--- src/rtl/entrada_pkg.sv ---
// Shared key codes, state encoding and key classification for the code-entry controller.
package entrada_pkg;

    localparam logic [3:0] KEY_BACKSPACE = 4'hA;
    localparam logic [3:0] KEY_CLEAR     = 4'hE;
    localparam logic [3:0] KEY_ENTER     = 4'hF;

    typedef enum logic [1:0] {
        IDLE,
        ENTRY,
        DONE
    } entrada_state_t;

    function automatic logic is_digit(input logic [3:0] key);
        return key <= 4'h9;
    endfunction

endpackage

--- src/rtl/detector_de_borda.sv ---
// Rising-edge detector for the keypad valid strobe; one event per press, no repeat while held.
module detector_de_borda (
    input  logic clk,
    input  logic rst,
    input  logic level,
    output logic rise
);

    logic prev_q;
    logic armed_q;

    always_ff @(posedge clk or posedge rst) begin
        if (rst) begin
            prev_q  <= 1'b0;
            armed_q <= 1'b0;
        end else begin
            prev_q  <= level;
            armed_q <= 1'b1;
        end
    end

    // A level already high when reset releases must not count as a press.
    assign rise = level & ~prev_q & armed_q;

endmodule

--- src/rtl/entrada_de_codigo.sv ---
// Key-entry controller: assembles BCD digits, handles backspace/clear/enter, hands off on valid/ready.
// Optional inactivity timeout in ENTRY is built when ENTRADA_TIMEOUT_EN is defined.
module entrada_de_codigo #(
    parameter int unsigned MAX_DIGITS     = 4,
    parameter int unsigned TIMEOUT_CYCLES = 5000
) (
    input  logic                    clk,
    input  logic                    rst,
    input  logic [3:0]              tecla_value,
    input  logic                    tecla_valid,
    output logic [4*MAX_DIGITS-1:0] code_data,
    output logic [3:0]              code_len,
    output logic                    code_valid,
    input  logic                    code_ready,
    output logic                    entry_active,
    output logic                    overflow,
    output logic                    timeout
);

    import entrada_pkg::*;

    localparam int unsigned W       = 4 * MAX_DIGITS;
    localparam logic [3:0]  MAX_LEN = 4'(MAX_DIGITS);

    if (MAX_DIGITS < 1 || MAX_DIGITS > 8 || TIMEOUT_CYCLES < 2) begin : g_param_check
        $error("entrada_de_codigo: MAX_DIGITS must be 1..8 and TIMEOUT_CYCLES >= 2");
    end

    entrada_state_t state_q, state_d;
    logic [W-1:0]   buf_q, buf_d;
    logic [3:0]     len_q, len_d;
    logic           ovf_q, ovf_d;
    logic           key_event;
    logic           expired;

    detector_de_borda u_borda (
        .clk   (clk),
        .rst   (rst),
        .level (tecla_valid),
        .rise  (key_event)
    );

`ifdef ENTRADA_TIMEOUT_EN
    localparam int unsigned   CW       = $clog2(TIMEOUT_CYCLES);
    localparam logic [CW-1:0] CNT_LAST = CW'(TIMEOUT_CYCLES - 1);

    logic [CW-1:0] cnt_q, cnt_d;
    logic          to_q, to_d;

    assign expired = (state_q == ENTRY) && (cnt_q == CNT_LAST);

    // Any key activity or state change restarts the inactivity window.
    always_comb begin
        cnt_d = '0;
        if (state_q == ENTRY && !key_event && state_d == state_q) begin
            cnt_d = cnt_q + 1'b1;
        end
    end

    always_ff @(posedge clk or posedge rst) begin
        if (rst) begin
            cnt_q <= '0;
            to_q  <= 1'b0;
        end else begin
            cnt_q <= cnt_d;
            to_q  <= to_d;
        end
    end

    assign timeout = to_q;
`else
    assign expired = 1'b0;
    assign timeout = 1'b0;
`endif

    always_comb begin
        state_d = state_q;
        buf_d   = buf_q;
        len_d   = len_q;
        ovf_d   = 1'b0;
`ifdef ENTRADA_TIMEOUT_EN
        to_d    = 1'b0;
`endif
        unique case (state_q)
            IDLE: begin
                if (key_event && is_digit(tecla_value)) begin
                    buf_d   = W'(tecla_value);
                    len_d   = 4'd1;
                    state_d = ENTRY;
                end
            end
            ENTRY: begin
                if (key_event) begin
                    if (is_digit(tecla_value)) begin
                        if (len_q < MAX_LEN) begin
                            buf_d = (buf_q << 4) | W'(tecla_value);
                            len_d = len_q + 4'd1;
                        end else begin
                            ovf_d = 1'b1;
                        end
                    end else if (tecla_value == KEY_BACKSPACE) begin
                        buf_d = buf_q >> 4;
                        len_d = len_q - 4'd1;
                        if (len_q == 4'd1) begin
                            state_d = IDLE;
                        end
                    end else if (tecla_value == KEY_CLEAR) begin
                        buf_d   = '0;
                        len_d   = 4'd0;
                        state_d = IDLE;
                    end else if (tecla_value == KEY_ENTER) begin
                        state_d = DONE;
                    end
                end else if (expired) begin
                    buf_d   = '0;
                    len_d   = 4'd0;
                    state_d = IDLE;
`ifdef ENTRADA_TIMEOUT_EN
                    to_d    = 1'b1;
`endif
                end
            end
            DONE: begin
                // Keys are dropped here, even in the handshake cycle.
                if (code_ready) begin
                    buf_d   = '0;
                    len_d   = 4'd0;
                    state_d = IDLE;
                end
            end
            default: begin
                buf_d   = '0;
                len_d   = 4'd0;
                state_d = IDLE;
            end
        endcase
    end

    always_ff @(posedge clk or posedge rst) begin
        if (rst) begin
            state_q <= IDLE;
            buf_q   <= '0;
            len_q   <= 4'd0;
            ovf_q   <= 1'b0;
        end else begin
            state_q <= state_d;
            buf_q   <= buf_d;
            len_q   <= len_d;
            ovf_q   <= ovf_d;
        end
    end

    assign code_data    = buf_q;
    assign code_len     = len_q;
    assign code_valid   = (state_q == DONE);
    assign entry_active = (state_q == ENTRY);
    assign overflow     = ovf_q;

endmodule

--- config.mk ---
export PLATFORM = sky130hd
export DESIGN_NAME = entrada_de_codigo
export DESIGN_NICKNAME = d
export VERILOG_FILES = /design/src/rtl/entrada_pkg.sv /design/src/rtl/detector_de_borda.sv /design/src/rtl/entrada_de_codigo.sv
export SDC_FILE = /design/constraint.sdc
export NUM_CORES = 1
export LEC_CHECK = 0
export ABC_AREA = 1
export ABC_CLOCK_PERIOD_IN_PS = 1900
export CAP_MARGIN = 40
export CORE_AREA = 2 2 58 60
export CTS_CLUSTER_SIZE = 30
export DETAILED_ROUTE_END_ITERATION = 6
export DIE_AREA = 0 0 60 62
export GPL_ROUTABILITY_DRIVEN = 0
export PLACE_DENSITY = 0.77
export SKIP_CTS_REPAIR_TIMING = 1
export SYNTH_ARGS = -nofsm -noshare
export SYNTH_HDL_FRONTEND = slang
export SYNTH_SLANG_ARGS = --single-unit
--- constraint.sdc ---
create_clock -name clk -period 1.9 [get_ports clk]
set_input_delay 0.38 -clock clk [delete_from_list [all_inputs] [get_ports clk]]
set_output_delay 0.38 -clock clk [all_outputs]
set_load 0.05 [all_outputs]
==> results of run 1 <==
==> cell families (layout without fill, tap and decap cells) <==
group | after synthesis | in the layout | share of synthesized area
simple gates | 114 | 114 | 0.316
buf+inv | 38 | 87 | 0.117
compound gates | 29 | 29 | 0.101
flops | 25 | 25 | 0.418
fa+ha+maj | 3 | 3 | 0.0251
xor+xnor | 3 | 3 | 0.0176
other cells | 2 | 2 | 0.00502
==> flip-flops by register name, summed over array words and instances (netlist names) <==
| signal | cells |
|---|---|
| code_data | 16 |
| code_len | 4 |
| state_q | 2 |
| overflow | 1 |
| u_borda.armed_q | 1 |
| u_borda.prev_q | 1 |
==> worst max-delay path by stage <==
stage,start,endpoint,cells past startpoint
2_1_floorplan,state_q[0]$_DFFE_PP0P_,code_data[0]$_DFFE_PP0P_,9
3_3_place_gp,tecla_value[1],code_data[11]$_DFFE_PP0P_,9
3_5_place_dp,tecla_value[1],code_data[14]$_DFFE_PP0P_,9
4_1_cts,code_data[4]$_DFFE_PP0P_,code_data[4],1
5_1_grt,tecla_value[1],code_data[10]$_DFFE_PP0P_,9
6_report,tecla_value[1],code_data[14]$_DFFE_PP0P_,9
==> critical path, stage by stage <==
cell and delay [ns]:
sky130_fd_sc_hd__clkdlybuf4s50_1 0.52, sky130_fd_sc_hd__o21ai_2 0.25, sky130_fd_sc_hd__nand2_1 0.07, sky130_fd_sc_hd__nand2_1 0.10, sky130_fd_sc_hd__nand2_1 0.11, sky130_fd_sc_hd__nor2_4 0.14, sky130_fd_sc_hd__buf_4 0.20, sky130_fd_sc_hd__nand2_1 0.06
sky130_fd_sc_hd__o21ai_1 0.07
==> area by class of cell <==
type                    instances  area (µm²)  area share
well taps                      46        57.6      0.0286
inverters                      31         116      0.0578
clock buffers                   4        26.3      0.0131
multi-input cells             151         698       0.347
flip-flops and latches         25         626       0.311
repair buffers                 52         488       0.243
==> synth_stat cells <==
cell type,instances,area [µm²]
sky130_fd_sc_hd__nand2_1,73,274
sky130_fd_sc_hd__inv_1,28,105
sky130_fd_sc_hd__dfrtp_1,25,626
sky130_fd_sc_hd__nor2_1,20,75.1
sky130_fd_sc_hd__o21ai_1,15,75.1
sky130_fd_sc_hd__nand3_1,13,65.1
sky130_fd_sc_hd__o21ai_0,10,50.1
sky130_fd_sc_hd__nand4_1,4,25.0
sky130_fd_sc_hd__buf_6,3,33.8
sky130_fd_sc_hd__ha_1,3,37.5
sky130_fd_sc_hd__inv_2,3,11.3
sky130_fd_sc_hd__a21oi_1,2,10.0
sky130_fd_sc_hd__buf_4,2,15.0
sky130_fd_sc_hd__conb_1,2,7.51
sky130_fd_sc_hd__xor2_1,2,17.5
sky130_fd_sc_hd__a21boi_0,1,7.51
sky130_fd_sc_hd__buf_2,1,5.00
sky130_fd_sc_hd__clkbuf_2,1,5.00
sky130_fd_sc_hd__nand2_2,1,6.26
sky130_fd_sc_hd__nand3_2,1,10.0
sky130_fd_sc_hd__nor2_2,1,6.26
sky130_fd_sc_hd__nor2_4,1,11.3
sky130_fd_sc_hd__o21ai_2,1,8.76
sky130_fd_sc_hd__xnor2_1,1,8.76
==> metal layers <==
layer	vias to the layer above	GRT usage
met5	-	0
met4	0	0.0730
met3	3	0.0269
met2	29	0.370
met1	670	0.254
li1	760	-
==> stage by stage <==
stage                     utilization  worst slack, ns  cell area (µm²)
final                           0.633            0.256             2010
after global routing            0.633           0.0882             2010
after CTS                       0.624          -0.0411             1980
after detailed placement        0.616          -0.0693             1960
after global placement          0.616           0.0194             1960
after floorplan                     -            0.234             1500
==> power groups by stage <==
stage	Clock, mW	Sequential (mW)	Combinational [mW]
5_1_grt	0.275	0.838	2.07
6_report	0.249	0.814	1.88
3_5_place_dp	0	0.828	1.89
2_1_floorplan	0	1.23	0.858
4_1_cts	0.264	0.817	1.90
3_3_place_gp	0	0.820	1.86
==> summary.json, run 1 <==
{
  "status": {
    "result_of_the_run": "finished, final reports clean"
  },
  "detailed_routing": {
    "wl_met2_mm": 1.69,
    "routedWlPerCell_um": 10.9,
    "drtPass1Iterations": 5,
    "routed_wl_mm": 3.35,
    "drc_errors": 0,
    "wl_met3_um": 109,
    "dr_total_vias": 1462,
    "route.detailed.vias_per_inst": 4.73,
    "top_signal_layer_used": "met4",
    "drt.antenna.violating_nets": 0,
    "drt-initial-drc-count": 46,
    "met1Wirelength_mm": 1.53
  },
  "sta": {
    "number_of_pins_exceeding_their_max_slew_limit_in_the_final_report": 0,
    "timing.setup.tns_ns": 0,
    "report.final.hold_viol_count": 0,
    "tightestPinTransition_ns": 0.502,
    "time_the_worst_path_needs_with_i_o_delays_and_setup_ns": 1.64,
    "timing.final.setup_violations": 0,
    "timing.final.crit_share": 0.865,
    "fin_worst_hold_slack_ns": 0.381,
    "worst_slew_margin_rel": 0.665,
    "finClkSkew_ns": 0.00461,
    "setup_repair_after_global_routing_missed_its_margin": "no",
    "highest_achievable_clock_rate_mhz": 608
  },
  "clock_network": {
    "cts-buffers-inserted": 3,
    "tritoncts_clock_tree": "built",
    "clock_latency_ns": 0.33,
    "cts.htree.levels": 1,
    "clock_sinks": 25,
    "buffers_from_clock_root_to_sink_at_most": 2,
    "clock_tree.root_cell": "sky130_fd_sc_hd__clkbuf_4",
    "cts.clk_slew.worst_paths_ns": 0.14
  },
  "pwr": {
    "finalPower_mw": 2.94,
    "intPower_mw": 1.44,
    "comb_power_share": 0.639,
    "p_switching_mw": 1.50,
    "power_density_nw_per_um2": 1460,
    "clockPowerShare": 0.085,
    "p_sw_frac": 0.511,
    "static-leakage-power_nw": 1.21,
    "pwr-share-seq": 0.276,
    "max-vdd-ir-drop_uv": 887
  },
  "global_routing": {
    "grt_pass1_wl_mm": 5.80,
    "grtUsageTotal": 0.206,
    "total_global_routing_overflow": 0,
    "grt_pass1_vias": 1394,
    "maximum_number_of_pins_on_one_net_before_global_route_repair": 26,
    "initial_antenna_violation_count": 0
  },
  "cells_and_area": {
    "mostFrequentLayoutCells": "sky130_fd_sc_hd__nand2_1, sky130_fd_sc_hd__buf_4, sky130_fd_sc_hd__inv_1, sky130_fd_sc_hd__dfrtp_1, sky130_fd_sc_hd__nor2_1",
    "num-fill-cells": 309,
    "post_route_cells_drive_above_1_share": 0.175,
    "final_cell_count_without_fillers": 309,
    "nets": 275,
    "antenna_cells_inserted": 0,
    "signed_area_change_from_the_synthesized_netlist_to_the_final_layout_pct": 34.4,
    "layout.cells.most_common": "sky130_fd_sc_hd__nand2_1"
  },
  "worst_setup_path": {
    "rr_worst_depth": 11,
    "worstReg2RegStart": "state_q[0]$_DFFE_PP0P_",
    "worst-endpoint-arrival_ns": 1.91,
    "worst_setup_path_start_kind": "primary input",
    "timing.critical_path.fanout_max": 12,
    "r2r_end": "code_data[14]$_DFFE_PP0P_",
    "worst-setup-path-type": "in -> reg",
    "worst_setup_path_end_kind": "register",
    "reg2reg_slack_ns": 0.32,
    "cp_data_required_time_ns": 2.17
  },
  "yosys": {
    "yosys_register_bits": 25,
    "syn-instance-count": 214,
    "sequential_to_total_area_share_from_yosys_stat": 0.418,
    "number_of_synthesis_warnings": 0,
    "synthDistinctLibCells": 24,
    "avgSynthCellArea_um2": 6.99,
    "synth_area_um2": 1500,
    "synthesized_netlist_net_count": 225
  },
  "placed_design": {
    "detailed_place_hpwl_mm": 2.53,
    "dp_cells": 305,
    "port_buffers": 30
  },
  "floorplanning": {
    "io-pin-count": 32,
    "design.die.area_um2": 3720,
    "placeableCoreArea_um2": 3180,
    "die-height_um": 62,
    "chipWidth_um": 60,
    "initial_utilization": 0.471,
    "std_cell_rows": 21
  },
  "worst_hold_path": {
    "hp-class": "in -> async"
  },
  "job": {
    "max_cap_violations": 0
  }
}
Note: power is estimated with default switching activity, not from simulation.
==> run 2, diff against run 1 <==
CORE_AREA = 5 5 61 63   (was 2 2 58 60)
DIE_AREA = 0 0 66 68   (was 0 0 60 62)
HOLD_SLACK_MARGIN = 0.1   (was default)
==> run 2 against run 1 <==
Against the previous run: clock power down 2%; fmax fell by 11%; power shrank 1.9%; die area grew 21%; sequential power barely moved; setup slack worse by 0.20 ns; worst hold slack improved by 0.0057 ns; critical path type is now reg -> out.
==> summary.json, run 2 (synthesized netlist as in run 1, its figures left out) <==
{
  "status": {
    "result_of_the_run": "finished, final reports clean"
  },
  "sta": {
    "highest_achievable_clock_rate_mhz": 541,
    "fin_worst_hold_slack_ns": 0.387,
    "tightestPinTransition_ns": 0.505,
    "number_of_pins_exceeding_their_max_slew_limit_in_the_final_report": 0,
    "timing.final.crit_share": 0.972,
    "finClkSkew_ns": 0.00712,
    "worst_slew_margin_rel": 0.663,
    "time_the_worst_path_needs_with_i_o_delays_and_setup_ns": 1.85,
    "setup_repair_after_global_routing_missed_its_margin": "no",
    "report.final.hold_viol_count": 0,
    "timing.final.setup_violations": 0
  },
  "cells_and_area": {
    "layout.cells.most_common": "sky130_fd_sc_hd__nand2_1",
    "final_cell_count_without_fillers": 306,
    "largest_reg_flops": 16,
    "postLayoutCoreUtil": 0.620,
    "num-fill-cells": 297,
    "design_area_um2": 1970,
    "signed_area_change_from_the_synthesized_netlist_to_the_final_layout_pct": 31.8,
    "antenna_cells_inserted": 0,
    "nets": 272,
    "post_route_cells_drive_above_1_share": 0.177,
    "mostFrequentLayoutCells": "sky130_fd_sc_hd__nand2_1, sky130_fd_sc_hd__buf_4, sky130_fd_sc_hd__inv_1, sky130_fd_sc_hd__dfrtp_1, sky130_fd_sc_hd__nor2_1"
  },
  "pwr": {
    "static-leakage-power_nw": 1.13,
    "power_density_nw_per_um2": 1460,
    "max-vdd-ir-drop_uv": 683,
    "clockPowerShare": 0.084,
    "pwr-share-seq": 0.282,
    "comb_power_share": 0.634,
    "p_switching_mw": 1.48,
    "intPower_mw": 1.41,
    "p_sw_frac": 0.512
  },
  "placed_design": {
    "detailed_place_hpwl_mm": 2.47,
    "post_dp_cell_area_um2": 1930,
    "port_buffers": 30,
    "dp_cells": 302
  },
  "global_routing": {
    "total_global_routing_overflow": 0,
    "grtUsageTotal": 0.159,
    "grt_pass1_wl_mm": 5.55,
    "grt_pass1_vias": 1312,
    "maximum_number_of_pins_on_one_net_before_global_route_repair": 26,
    "initial_antenna_violation_count": 0
  },
  "worst_setup_path": {
    "timing.critical_path.fanout_max": 1,
    "worst-path-buf-inv": 1,
    "worst-setup-path-type": "reg -> out",
    "worst_setup_path_end_kind": "output pin",
    "cp_data_required_time_ns": 1.52,
    "timing.critical_path.max_delay_family": "buffers and inverters",
    "worst-endpoint-arrival_ns": 1.47,
    "crit_chain": "clkdlybuf4s50_1",
    "worst_path_largest_cell_delay_ns": 0.79,
    "cpMaxStageDelayCell": "sky130_fd_sc_hd__clkdlybuf4s50_1",
    "worstReg2RegStart": "state_q[0]$_DFFE_PP0P_",
    "worst_setup_path_start_kind": "register",
    "r2r_end": "code_data[1]$_DFFE_PP0P_",
    "rr_worst_depth": 9,
    "reg2reg_slack_ns": 0.20
  },
  "worst_hold_path": {
    "hp-class": "in -> async"
  },
  "floorplanning": {
    "placeableCoreArea_um2": 3180,
    "design.die.area_um2": 4490,
    "std_cell_rows": 21,
    "chipWidth_um": 66,
    "initial_utilization": 0.471,
    "die-height_um": 68,
    "io-pin-count": 32
  },
  "detailed_routing": {
    "drt-initial-drc-count": 86,
    "drt.antenna.violating_nets": 0,
    "routed_wl_mm": 3.15,
    "drc_errors": 0,
    "routedWlPerCell_um": 10.3,
    "dr_total_vias": 1434,
    "drtPass1Iterations": 4,
    "route.detailed.vias_per_inst": 4.69
  },
  "clock_network": {
    "clock_tree.root_cell": "sky130_fd_sc_hd__clkbuf_4",
    "cts-buffers-inserted": 3,
    "clock_sinks": 25,
    "tritoncts_clock_tree": "built",
    "cts.htree.levels": 1,
    "clock_latency_ns": 0.32,
    "cts.clk_slew.worst_paths_ns": 0.14,
    "buffers_from_clock_root_to_sink_at_most": 2
  },
  "job": {
    "max_cap_violations": 0
  }
}
## run 2: cell type report
cell class / instances / area [µm²] / area share
Multi-Input combinational cell: 151 / 698 / 0.354
Sequential cell: 25 / 626 / 0.317
Timing Repair Buffer: 49 / 448 / 0.227
Inverter: 31 / 116 / 0.0590
Tap cell: 46 / 57.6 / 0.0292
Clock buffer: 4 / 26.3 / 0.0133
## run 2: stage by stage
step	total power [mW]	setup slack, ns	TNS, ns
after CTS	2.92	0.0121	0
after detailed placement	2.67	-0.0789	-1.16
after global placement	2.64	-0.0635	-0.791
after floorplan	2.09	0.234	0
after global routing	3.12	0.00351	0
final	2.89	0.0528	0
## run 2: power by group through the flow
stage | clock (mW) | combinational [mW] | sequential [mW]
floorplan | 0 | 0.858 | 1.23
global placement | 0 | 1.82 | 0.824
detailed placement | 0 | 1.84 | 0.825
CTS | 0.249 | 1.85 | 0.817
global route | 0.275 | 2.01 | 0.843
finish | 0.243 | 1.83 | 0.813
## run 2: how the worst max path moves through the flow
stage	slack, ns	to	startpoint	depth (start not counted)
global route	0.004	overflow	overflow$_DFF_PP0_	1
CTS	0.01	code_data[9]	code_data[9]$_DFFE_PP0P_	1
finish	0.05	overflow	overflow$_DFF_PP0_	1
detailed placement	-0.08	code_data[1]$_DFFE_PP0P_	tecla_value[1]	7
global placement	-0.06	code_data[3]$_DFFE_PP0P_	tecla_value[1]	7
floorplan	0.23	code_data[0]$_DFFE_PP0P_	state_q[0]$_DFFE_PP0P_	9
## run 2: per-layer routing
layer	part of all wire	GRT usage	vias up	wire length [µm]
met4	0.016	0.0533	0	49
met2	0.49	0.274	25	1540
met3	0.042	0.0296	5	131
met5	0	0	-	0
li1	-	-	756	-
met1	0.46	0.201	648	1430
==> run 3, diff against run 2 <==
CORE_AREA = 5 5 72 74   (was 5 5 61 63)
DIE_AREA = 0 0 77 79   (was 0 0 66 68)
PLACE_DENSITY = default   (was 0.77)
==> run 3 against run 2 <==
Against the previous run: sequential power is 0.6% higher; critical path depth unchanged; core utilization decreased by 17 points; count of clock-buffer cells in the layout shrank 1; setup slack improved by 0.041 ns; largest power group unchanged.
==> summary.json, run 3 (synthesized netlist as in run 1, its figures left out) <==
{
  "status": {
    "result_of_the_run": "finished, final reports clean"
  },
  "worst_setup_path": {
    "worst_setup_path_start_kind": "register",
    "worst_setup_path_end_kind": "output pin",
    "worst-path-buf-inv": 1,
    "worst_path_largest_cell_delay_ns": 0.80,
    "timing.critical_path.fanout_max": 2,
    "worst-path-stages": 1,
    "worst-setup-path-type": "reg -> out",
    "cpMaxStageDelayCell": "sky130_fd_sc_hd__clkdlybuf4s50_1",
    "cp_data_required_time_ns": 1.52,
    "rr_worst_depth": 11,
    "crit_chain": "clkdlybuf4s50_1",
    "worst-endpoint-arrival_ns": 1.43,
    "timing.critical_path.max_delay_family": "buffers and inverters"
  },
  "sta": {
    "highest_achievable_clock_rate_mhz": 554,
    "timing.final.crit_share": 0.951,
    "worst_slew_margin_rel": 0.658,
    "report.final.hold_viol_count": 0,
    "time_the_worst_path_needs_with_i_o_delays_and_setup_ns": 1.81,
    "setup_repair_after_global_routing_missed_its_margin": "no",
    "timing.final.setup_violations": 0,
    "timing.setup.tns_ns": 0,
    "tightestPinTransition_ns": 0.512,
    "number_of_pins_exceeding_their_max_slew_limit_in_the_final_report": 0,
    "finClkSkew_ns": 0.00822
  },
  "cells_and_area": {
    "antenna_cells_inserted": 0,
    "layout.cells.most_common": "sky130_fd_sc_hd__nand2_1",
    "signed_area_change_from_the_synthesized_netlist_to_the_final_layout_pct": 36.6,
    "post_route_cells_drive_above_1_share": 0.199,
    "final_cell_count_without_fillers": 320,
    "nets": 278,
    "mostFrequentLayoutCells": "sky130_fd_sc_hd__nand2_1, sky130_fd_sc_hd__buf_4, sky130_fd_sc_hd__inv_1, sky130_fd_sc_hd__dfrtp_1, sky130_fd_sc_hd__nor2_1",
    "largest_reg_flops": 16
  },
  "pwr": {
    "power_density_nw_per_um2": 1490,
    "p_sw_frac": 0.499,
    "comb_power_share": 0.625,
    "intPower_mw": 1.53,
    "clockPowerShare": 0.107,
    "finalPower_mw": 3.05,
    "max-vdd-ir-drop_uv": 511,
    "p_switching_mw": 1.52,
    "pwr-share-seq": 0.268,
    "static-leakage-power_nw": 1.06
  },
  "detailed_routing": {
    "routed_wl_mm": 3.50,
    "dr_total_vias": 1413,
    "drt-initial-drc-count": 56,
    "route.detailed.vias_per_inst": 4.42,
    "drt.antenna.violating_nets": 0,
    "drc_errors": 0,
    "drtPass1Iterations": 4,
    "routedWlPerCell_um": 10.9
  },
  "global_routing": {
    "maximum_number_of_pins_on_one_net_before_global_route_repair": 26,
    "grtUsageTotal": 0.120,
    "initial_antenna_violation_count": 0,
    "grt_pass1_vias": 1309,
    "total_global_routing_overflow": 0,
    "grt_util_met3": 0.0238,
    "grt_most_used_layer": "met2",
    "groute.layer.met1.usage": 0.148,
    "grt_pass1_wl_mm": 5.90,
    "grtUsageMet2": 0.202
  },
  "floorplanning": {
    "die-height_um": 79,
    "chipWidth_um": 77,
    "design.die.area_um2": 6080,
    "io-pin-count": 32,
    "placeableCoreArea_um2": 4540,
    "initial_utilization": 0.330,
    "std_cell_rows": 25
  },
  "clock_network": {
    "cts-buffers-inserted": 3,
    "buffers_from_clock_root_to_sink_at_most": 2,
    "cts.clk_slew.worst_paths_ns": 0.09,
    "clock_sinks": 25,
    "clock_tree.root_cell": "sky130_fd_sc_hd__clkbuf_8",
    "tritoncts_clock_tree": "built",
    "cts.htree.levels": 1,
    "clock_latency_ns": 0.28
  },
  "placed_design": {
    "dp_cells": 316,
    "detailed_place_hpwl_mm": 2.69,
    "port_buffers": 30
  },
  "worst_hold_path": {
    "hp-class": "in -> async"
  },
  "job": {
    "max_cap_violations": 0
  }
}
-- run 3: worst paths after layout --
check / endpoint / slack (ns) / start
max: code_data[14] / 0.09 / code_data[14]$_DFFE_PP0P_
min: code_data[14]$_DFFE_PP0P_ / 0.46 / rst
max reg2reg: code_data[10]$_DFFE_PP0P_ / 0.39 / state_q[0]$_DFFE_PP0P_
min reg2reg: code_data[3]$_DFFE_PP0P_ / 0.52 / code_data[3]$_DFFE_PP0P_
max in group asynchronous: state_q[1]$_DFFE_PP0P_ / 1.19 / rst
min in group clk: code_data[3]$_DFFE_PP0P_ / 0.52 / code_data[3]$_DFFE_PP0P_
-- run 3: area by class of cell --
class / count / area [µm²]
flip-flops and latches: 25 / 626
fillers: 491 / 2490
multi-input cells: 151 / 698
clock buffers: 3 / 41.3
repair buffers: 55 / 490
inverters: 31 / 116
well taps: 54 / 67.6
clock inverters: 1 / 5.00
-- run 3: power groups by stage --
stage / Sequential (mW) / Clock (mW) / Combinational, mW
floorplan: 1.23 / 0 / 0.858
global placement: 0.828 / 0 / 1.92
detailed placement: 0.834 / 0 / 1.93
CTS: 0.823 / 0.342 / 1.93
global route: 0.845 / 0.353 / 2.09
finish: 0.818 / 0.326 / 1.91
-- run 3: per-stage QoR --
step | cell area (µm²) | worst slack [ns] | hold slack, ns | utilization
after detailed placement | 2000 | -0.0414 | 0.505 | 0.440
after floorplan | 1500 | 0.234 | 0.407 | -
after global routing | 2040 | 0.0429 | 0.510 | 0.451
final | 2040 | 0.0935 | 0.458 | 0.451
after CTS | 2040 | 0.0395 | 0.473 | 0.450
after global placement | 2000 | 0.00258 | 0.502 | 0.440
-- run 3: layer usage --
| layer | vias up | part of all wire |
|---|---|---|
| met5 | - | 0 |
| met4 | 0 | 0.015 |
| met3 | 4 | 0.041 |
| met2 | 25 | 0.46 |
| met1 | 628 | 0.49 |
| li1 | 756 | - |
